### config.mk
export PLATFORM = sky130hd
export DESIGN_NAME = adder_seq
export DESIGN_NICKNAME = d
export VERILOG_FILES = /design/src/rtl/adder_seq.sv
export SDC_FILE = /design/constraint.sdc
export NUM_CORES = 1
export LEC_CHECK = 0
export CORE_MARGIN = 2
export CORE_UTILIZATION = 40
export CTS_CLUSTER_DIAMETER = 50
export CTS_CLUSTER_SIZE = 14
export DETAILED_ROUTE_END_ITERATION = 8
export DONT_BUFFER_PORTS = 1
export HOLD_SLACK_MARGIN = 0.1
export PLACE_DENSITY_LB_ADDON = 0.05
export SLEW_MARGIN = 20
export SYNTH_ARGS = -nofsm -noshare
export SYNTH_HDL_FRONTEND = slang
export SYNTH_SLANG_ARGS = --single-unit
### constraint.sdc
create_clock -name clk -period 2.4 [get_ports clk]
set_clock_uncertainty 0.05 [all_clocks]
set_input_delay 0.36 -clock clk [delete_from_list [all_inputs] [get_ports clk]]
set_output_delay 0.36 -clock clk [all_outputs]
set_load 0.02 [all_outputs]
### src/rtl/adder_seq.sv
// Multi-cycle adder: walks operands one nibble per clock through an external
// combinational 4-bit adder, rippling the carry through a local register.
module adder_seq #(
  parameter int NIBBLES = 4
) (
  input  logic                 clk,
  input  logic                 rst_n,
  input  logic                 in_valid,
  output logic                 in_ready,
  input  logic [4*NIBBLES-1:0] a,
  input  logic [4*NIBBLES-1:0] b,
  input  logic                 c_in,
  output logic                 out_valid,
  input  logic                 out_ready,
  output logic [4*NIBBLES-1:0] sum,
  output logic                 c_out,
  output logic [3:0]           add_a,
  output logic [3:0]           add_b,
  output logic                 add_c_in,
  input  logic [3:0]           add_sum,
  input  logic                 add_c_out
);

  // state | meaning
  // IDLE  | waiting for a request; last result still presented on sum/c_out
  // RUN   | one nibble per cycle through the external adder, idx selects it
  // DONE  | result valid, held until the consumer takes it

  localparam int W     = 4 * NIBBLES;
  localparam int IDX_W = $clog2(NIBBLES + 1);

  localparam logic [1:0] IDLE = 2'd0;
  localparam logic [1:0] RUN  = 2'd1;
  localparam logic [1:0] DONE = 2'd2;

  localparam logic [IDX_W-1:0] IDX_LAST = IDX_W'(NIBBLES - 1);

  logic [1:0]       state;
  logic [W-1:0]     a_reg;
  logic [W-1:0]     b_reg;
  logic [W-1:0]     sum_reg;
  logic [IDX_W-1:0] idx;
  logic             carry;
  logic             c_out_reg;
  logic [3:0]       a_nib;
  logic [3:0]       b_nib;

  // Constant-index mux keeps every select in range for any NIBBLES.
  always_comb begin
    a_nib = 4'h0;
    b_nib = 4'h0;
    for (int i = 0; i < NIBBLES; i++) begin
      if (idx == IDX_W'(i)) begin
        a_nib = a_reg[4*i +: 4];
        b_nib = b_reg[4*i +: 4];
      end
    end
  end

  always_comb begin
    add_a    = 4'h0;
    add_b    = 4'h0;
    add_c_in = 1'b0;
    if (state == RUN) begin
      add_a    = a_nib;
      add_b    = b_nib;
      add_c_in = carry;
    end
  end

  always_ff @(posedge clk or negedge rst_n) begin
    if (!rst_n) begin
      state     <= IDLE;
      a_reg     <= '0;
      b_reg     <= '0;
      sum_reg   <= '0;
      idx       <= '0;
      carry     <= 1'b0;
      c_out_reg <= 1'b0;
    end else begin
      case (state)
        IDLE: begin
          if (in_valid) begin
            a_reg <= a;
            b_reg <= b;
            carry <= c_in;
            idx   <= '0;
            state <= RUN;
          end
        end
        RUN: begin
          for (int i = 0; i < NIBBLES; i++) begin
            if (idx == IDX_W'(i)) sum_reg[4*i +: 4] <= add_sum;
          end
          carry <= add_c_out;
          idx   <= idx + 1'b1;
          if (idx == IDX_LAST) begin
            c_out_reg <= add_c_out;
            state     <= DONE;
          end
        end
        DONE: begin
          if (out_ready) state <= IDLE;
        end
        default: state <= IDLE;
      endcase
    end
  end

  assign in_ready  = (state == IDLE);
  assign out_valid = (state == DONE);
  assign sum       = sum_reg;
  assign c_out     = c_out_reg;

endmodule
Word-level counts from Yosys, hierarchy flattened

Cells that the tools add are included.
Widths: inputs -> output; s select.

Bits in registers: 55
Input bits: 42
Output and inout bits: 28
Logic and storage cells: 48

Add/sub/neg operators: 1
Equality and inequality tests: 8
Multiplexer cells: 19
Reduce and logical (&&, ||, !) cells: 10

Operators by type and width:

| operator            | number |
|---|---|
| $mux 4              | 10 |
| $reduce_and 2->1    | 6 |
| $eq 3x2->1 const B  | 2 |
| $mux 2              | 3 |
| $pmux 2 s3          | 1 |
| $pmux 3 s2          | 1 |
| $ne 2x2->1 const B  | 2 |
| $add 3x1->3 const B | 1 |
| $eq 3x1->1 const B  | 1 |
| $logic_not 3->1     | 1 |
| $mux 3              | 1 |
| $reduce_and 3->1    | 1 |
| $eq 2x1->1 const B  | 1 |
| $eq 2x2->1 const B  | 1 |
| $logic_not 2->1     | 1 |
| $mux 1              | 2 |
| $ne 2x1->1 const B  | 1 |
| $pmux 1 s2          | 1 |
| $reduce_bool 2->1   | 1 |

Longest topological paths before layout

Word-level depth: 6
Mapped depth: 7

Least setup slack after synthesis

Ideal clock, no wire load.

Kind: register -> output
Start: reg idx[1]
End: out add_a[0]
Arrival time: 1490 ps
Setup slack: 500 ps
Cell stages (with the launch flop): 8
Path buffers: 2
Cell sequence: dfrtp_1 inv_1 ha_1 clkbuf_1 clkbuf_1 a21oi_1 o21ai_0 a32o_1

Longest elaborated chain between the ends: 6
Elaborated cells on any way between the ends: 9
Those cells by class: 3 x eq/ne; 5 x mux; 1 x reduce/logical

Ends and longest elaborated chain:

| what                   | RTL line | source |
|---|---|---|
| start, declared        | 42       | `logic [IDX_W-1:0] idx;` |
| start signal, assigned | 96       | `idx <= idx + 1'b1;` |
| $logic_not 3->1        | 53       | `if (idx == IDX_W'(i)) begin` |
| $mux 4 (3 in a row)    | 53       |  |
| $mux 4 *               | 53       |  |
| $mux 4 *               | 64       | `if (state == RUN) begin` |
| end, declared          | 17       | `output logic [3:0] add_a,` |

Every way passes the cells marked *; elsewhere a longest branch is shown, timed or not.

Worst setup path after layout

Start: reg idx[0]
End: out add_a[2]

Same word-level chain as after synthesis.

==> metrics.md <==
| Metric | Value |
|---|---|
| R2r setup slk | 0.58 ns |
| CP Launch Type | flip-flop |
| PD cells | 1530 mW/mm^2 |
| RD Place Congestion | between 0.6 and 0.7 |
| H-Tree Depth | 2 |
| P_int | approximately 2.6 mW |
| Drt via density | 5.34 |
| Synthesized Nets | 238 |
| Final setup margin | 0.123 ns |
| Setup Total Neg Slack | 0 ns |
| Worst r2r dst | sum[11] |
| Largest net degree at the start of global routing | 56 |
| Sequential power share | approximately 44% |
| Cell area after layout | 0.00282 mm^2 |
| Routed Antenna Nets | 0 |
| Post-synth EDFFs | 0 |
| Worst-path clk slew | 0.11 ns |
| Num ports | 70 |
| Worst hold path endpoint | state[1] |
| Synth warn | 0 |
| Sw Pwr | 1.70 mW |
| Cell Area, Synth | 0.00260 mm^2 |
| CTS buffer count | 5 |
| First-pass GRT wire length | roughly 8900 um |
| Worst slack, placed | 0.209 ns |
| Status | finished, final reports clean |
| CTS sink cnt | 55 |
| WS Path Type | flip-flop to primary output |
| DR WL/cell | 19.8 um |
| Port Buf Inserts | 0 |
| Setup repair bufs after CTS | 0 |
| Maxcap violations | 0 |
| Slew Viols, Final | 0 |
| Seq. cell area | between 0.001 and 0.0015 mm^2 |
| Area grow syn2layout | 8.43% |
| Root buffer cell | clkbuf_8 |
| Peak fanout along the critical path | 8 |
| Period utilisation layout | around 95% |
| Min-delay src | out_ready |
| Slew @ Worst Pin | 0.340 ns |
| Drt initial violations | 56 |
| Synth area leaders | dfrtp_1 (53%), mux2_4 (17%), mux2_2 (8.2%), a32o_1 (3.1%), ha_1 (2.4%) |
| Setup violators final | 0 |
| CP arrival | ~1.9 ns |
| CP Capture Type | primary output |
| Post-synthesis sequential area ratio | roughly 53% |
| Worst Hold Class | primary input to flip-flop |
| CTS tree | done |
| Netlist cell types | 25 |
| Die area | just over 0.007 mm^2 |
| Avg Inst Size Synth | 13.6 um^2 |
| Critical Path RT | 1.99 ns |
| Post-synth top flop | dfrtp_1 |
| Post-synth ARST share | 100% |
| Overall Global Routing Usage | 16.0% |
| Post-detail-place hpwl | 3740 um |
| Fin crit period | 2.28 ns |
| Share of the synthesized area in the top cell type | between 50% and 60% |
| Maximum VDD drop | roughly 0.68 mV |
| Detailed Routing Iterations Pass 1 | 4 |
| DIE WIDTH | 84.6 um |
| RSZ-0062 raised after global routing | yes |
| Final Hold Viols | 0 |
| Die Ht | 84.6 um |
| # DRC | 0 |
| Power Total | 4.30 mW |
| Vias in the first global route | 1548 |
| Seq cells post-synth | 55 |
| Clock power frac | 13.1% |
| Sw Share | 39.5% |
| Clk buf depth | 2 |
| LEAKAGE | approximately 1.2 nW |
| Vias post-DR | 1446 |
| # diodes | 0 |
| WL final | 5380 um |
| Layout cells sized above 1 | between 30% and 40% |
| Initial antenna violation count | 0 |
| Multi-input logic area | roughly 0.0011 mm^2 |
| Worst hold stages | 1 |
| Total gr overflow | 0 |
| Cell Area, Placed | 0.00266 mm^2 |
| Reg2reg start | idx[0] |
| Logic gate share of total power | 42.9% |
| Post-synth top area cell | dfrtp_1 |
| Fill cells | just over 600 |
| Nets | 240 |
| Worst-Skew Late Latency | 0.31 ns |
| Max Clk Rate | ~0.44 GHz |
| Cells after Synth | 191 |
| Slew HR | between 70 and 80% |
| Row count | 29 |
| Initial core utilization | 41.1% |
| Core box area | 0.00631 mm^2 |
| FF-to-FF path depth | 5 |
==> synthesized netlist by cell type, types with 2 or more instances <==
library cell and n:
nand2b_1 10, ha_1 5, mux2_2 19, dfrtp_1 55, nor2_1 3, clkbuf_1 3
and2_1 2, nand2_1 12, mux2_4 30, buf_6 4, a21oi_1 9, and3_1 2
o21ai_0 12, inv_1 5, buf_2 3, a32o_1 8
==> metrics by stage <==
stage | std cells | hold slack, ns | util [%]
3_3_place_gp | 261 | 0.0166 | 42.1
5_1_grt | 271 | 0.100 | 44.6
3_5_place_dp | 261 | 0.0163 | 42.1
4_1_cts | 271 | 0.106 | 44.4
2_1_floorplan | 191 | 0.0144 | -
6_report | 271 | 0.113 | 44.6
==> layer usage <==
layer  global-route usage [%]  share of wire [%]  vias to the layer above
li1                         -                  -                      673
met1                     22.1                 46                      729
met2                     24.4                 47                       35
met3                     4.82                5.3                        9
met4                     4.47                1.7                        0
met5                        0                  0                        -
==> worst max-delay path: stages (launching register included) <==
cell	delay, ns
dfrtp_1	0.45
ha_1	0.22
ha_1	0.21
nor3_2	0.15
buf_4	0.20
a32o_1	0.31
==> area by class of cell <==
class / count / share of cell area, %
clock inverter: 3 / 1.20
tap: 77 / 3.42
sequential: 55 / 48.9
timing repair buffer: 6 / 2.84
multi-input combinational: 120 / 40.6
clock buffer: 5 / 2.44
inverter: 5 / 0.666
==> cell families after synthesis <==
group                      share of synthesized area (%)
adders and majority gates                           2.41
muxes                                               26.0
and+or+nand+nor                                     7.13
DFF                                                 53.0
buffers and inverters                               3.76
AOI/OAI and AO/OA                                   7.76
==> cells in the final DEF, fill, tap and decap left out <==
cell	synthesis	layout
mux2_2	19	19
and2_1	2	1
and3_1	2	2
o21ai_0	12	12
a32o_1	8	5
dlygate4sd3_1	0	1
buf_4	1	3
and2b_2	0	1
clkbuf_8	0	5
ha_1	5	3
and3b_1	1	1
buf_16	0	1
and2_2	0	1
a32o_2	0	3
dfrtp_1	55	55
nand2_1	12	12
nor3_2	1	1
buf_12	0	1
a22o_1	1	1
nor2b_2	1	1
a21oi_1	9	9
o21bai_1	1	1
nand2b_1	10	10
nor2_1	3	2
mux2i_1	1	1
ha_2	0	2
inv_6	0	1
mux2_4	30	30
inv_1	5	5
and2_0	1	1
clkinv_8	0	1
nor2_4	0	1
clkinv_4	0	1
==> power groups by stage <==
stage | Clock [mW] | Combinational [mW] | Sequential (mW)
after global placement | 0 | 1.76 | 1.90
after CTS | 0.582 | 1.84 | 1.90
final | 0.562 | 1.84 | 1.90
after detailed placement | 0 | 1.80 | 1.92
after global routing | 0.626 | 2.01 | 1.97
after floorplan | 0 | 1.55 | 1.80
==> worst max path at each step <==
stage | from | end | slack, ns | cells past startpoint
finish | idx[0] | add_a[2] | 0.12 | 5
global route | idx[0] | add_a[0] | -0.006 | 5
CTS | idx[0] | add_b[0] | 0.04 | 5
detailed placement | idx[0] | add_b[0] | 0.21 | 5
global placement | idx[0] | add_a[0] | 0.29 | 5
floorplan | idx[1] | add_a[0] | 0.50 | 7
==> timing repair <==
| item | CTS | global route |
|---|---|---|
| endpoints found under the hold margin | 55 | 0 |
| gates resized for setup | 1 | 7 |
| hold buffers | 2 | 0 |
| gates cloned | 0 | 0 |
| setup endpoints to repair | 8 | 8 |
(Power assumes the default switching activity.)
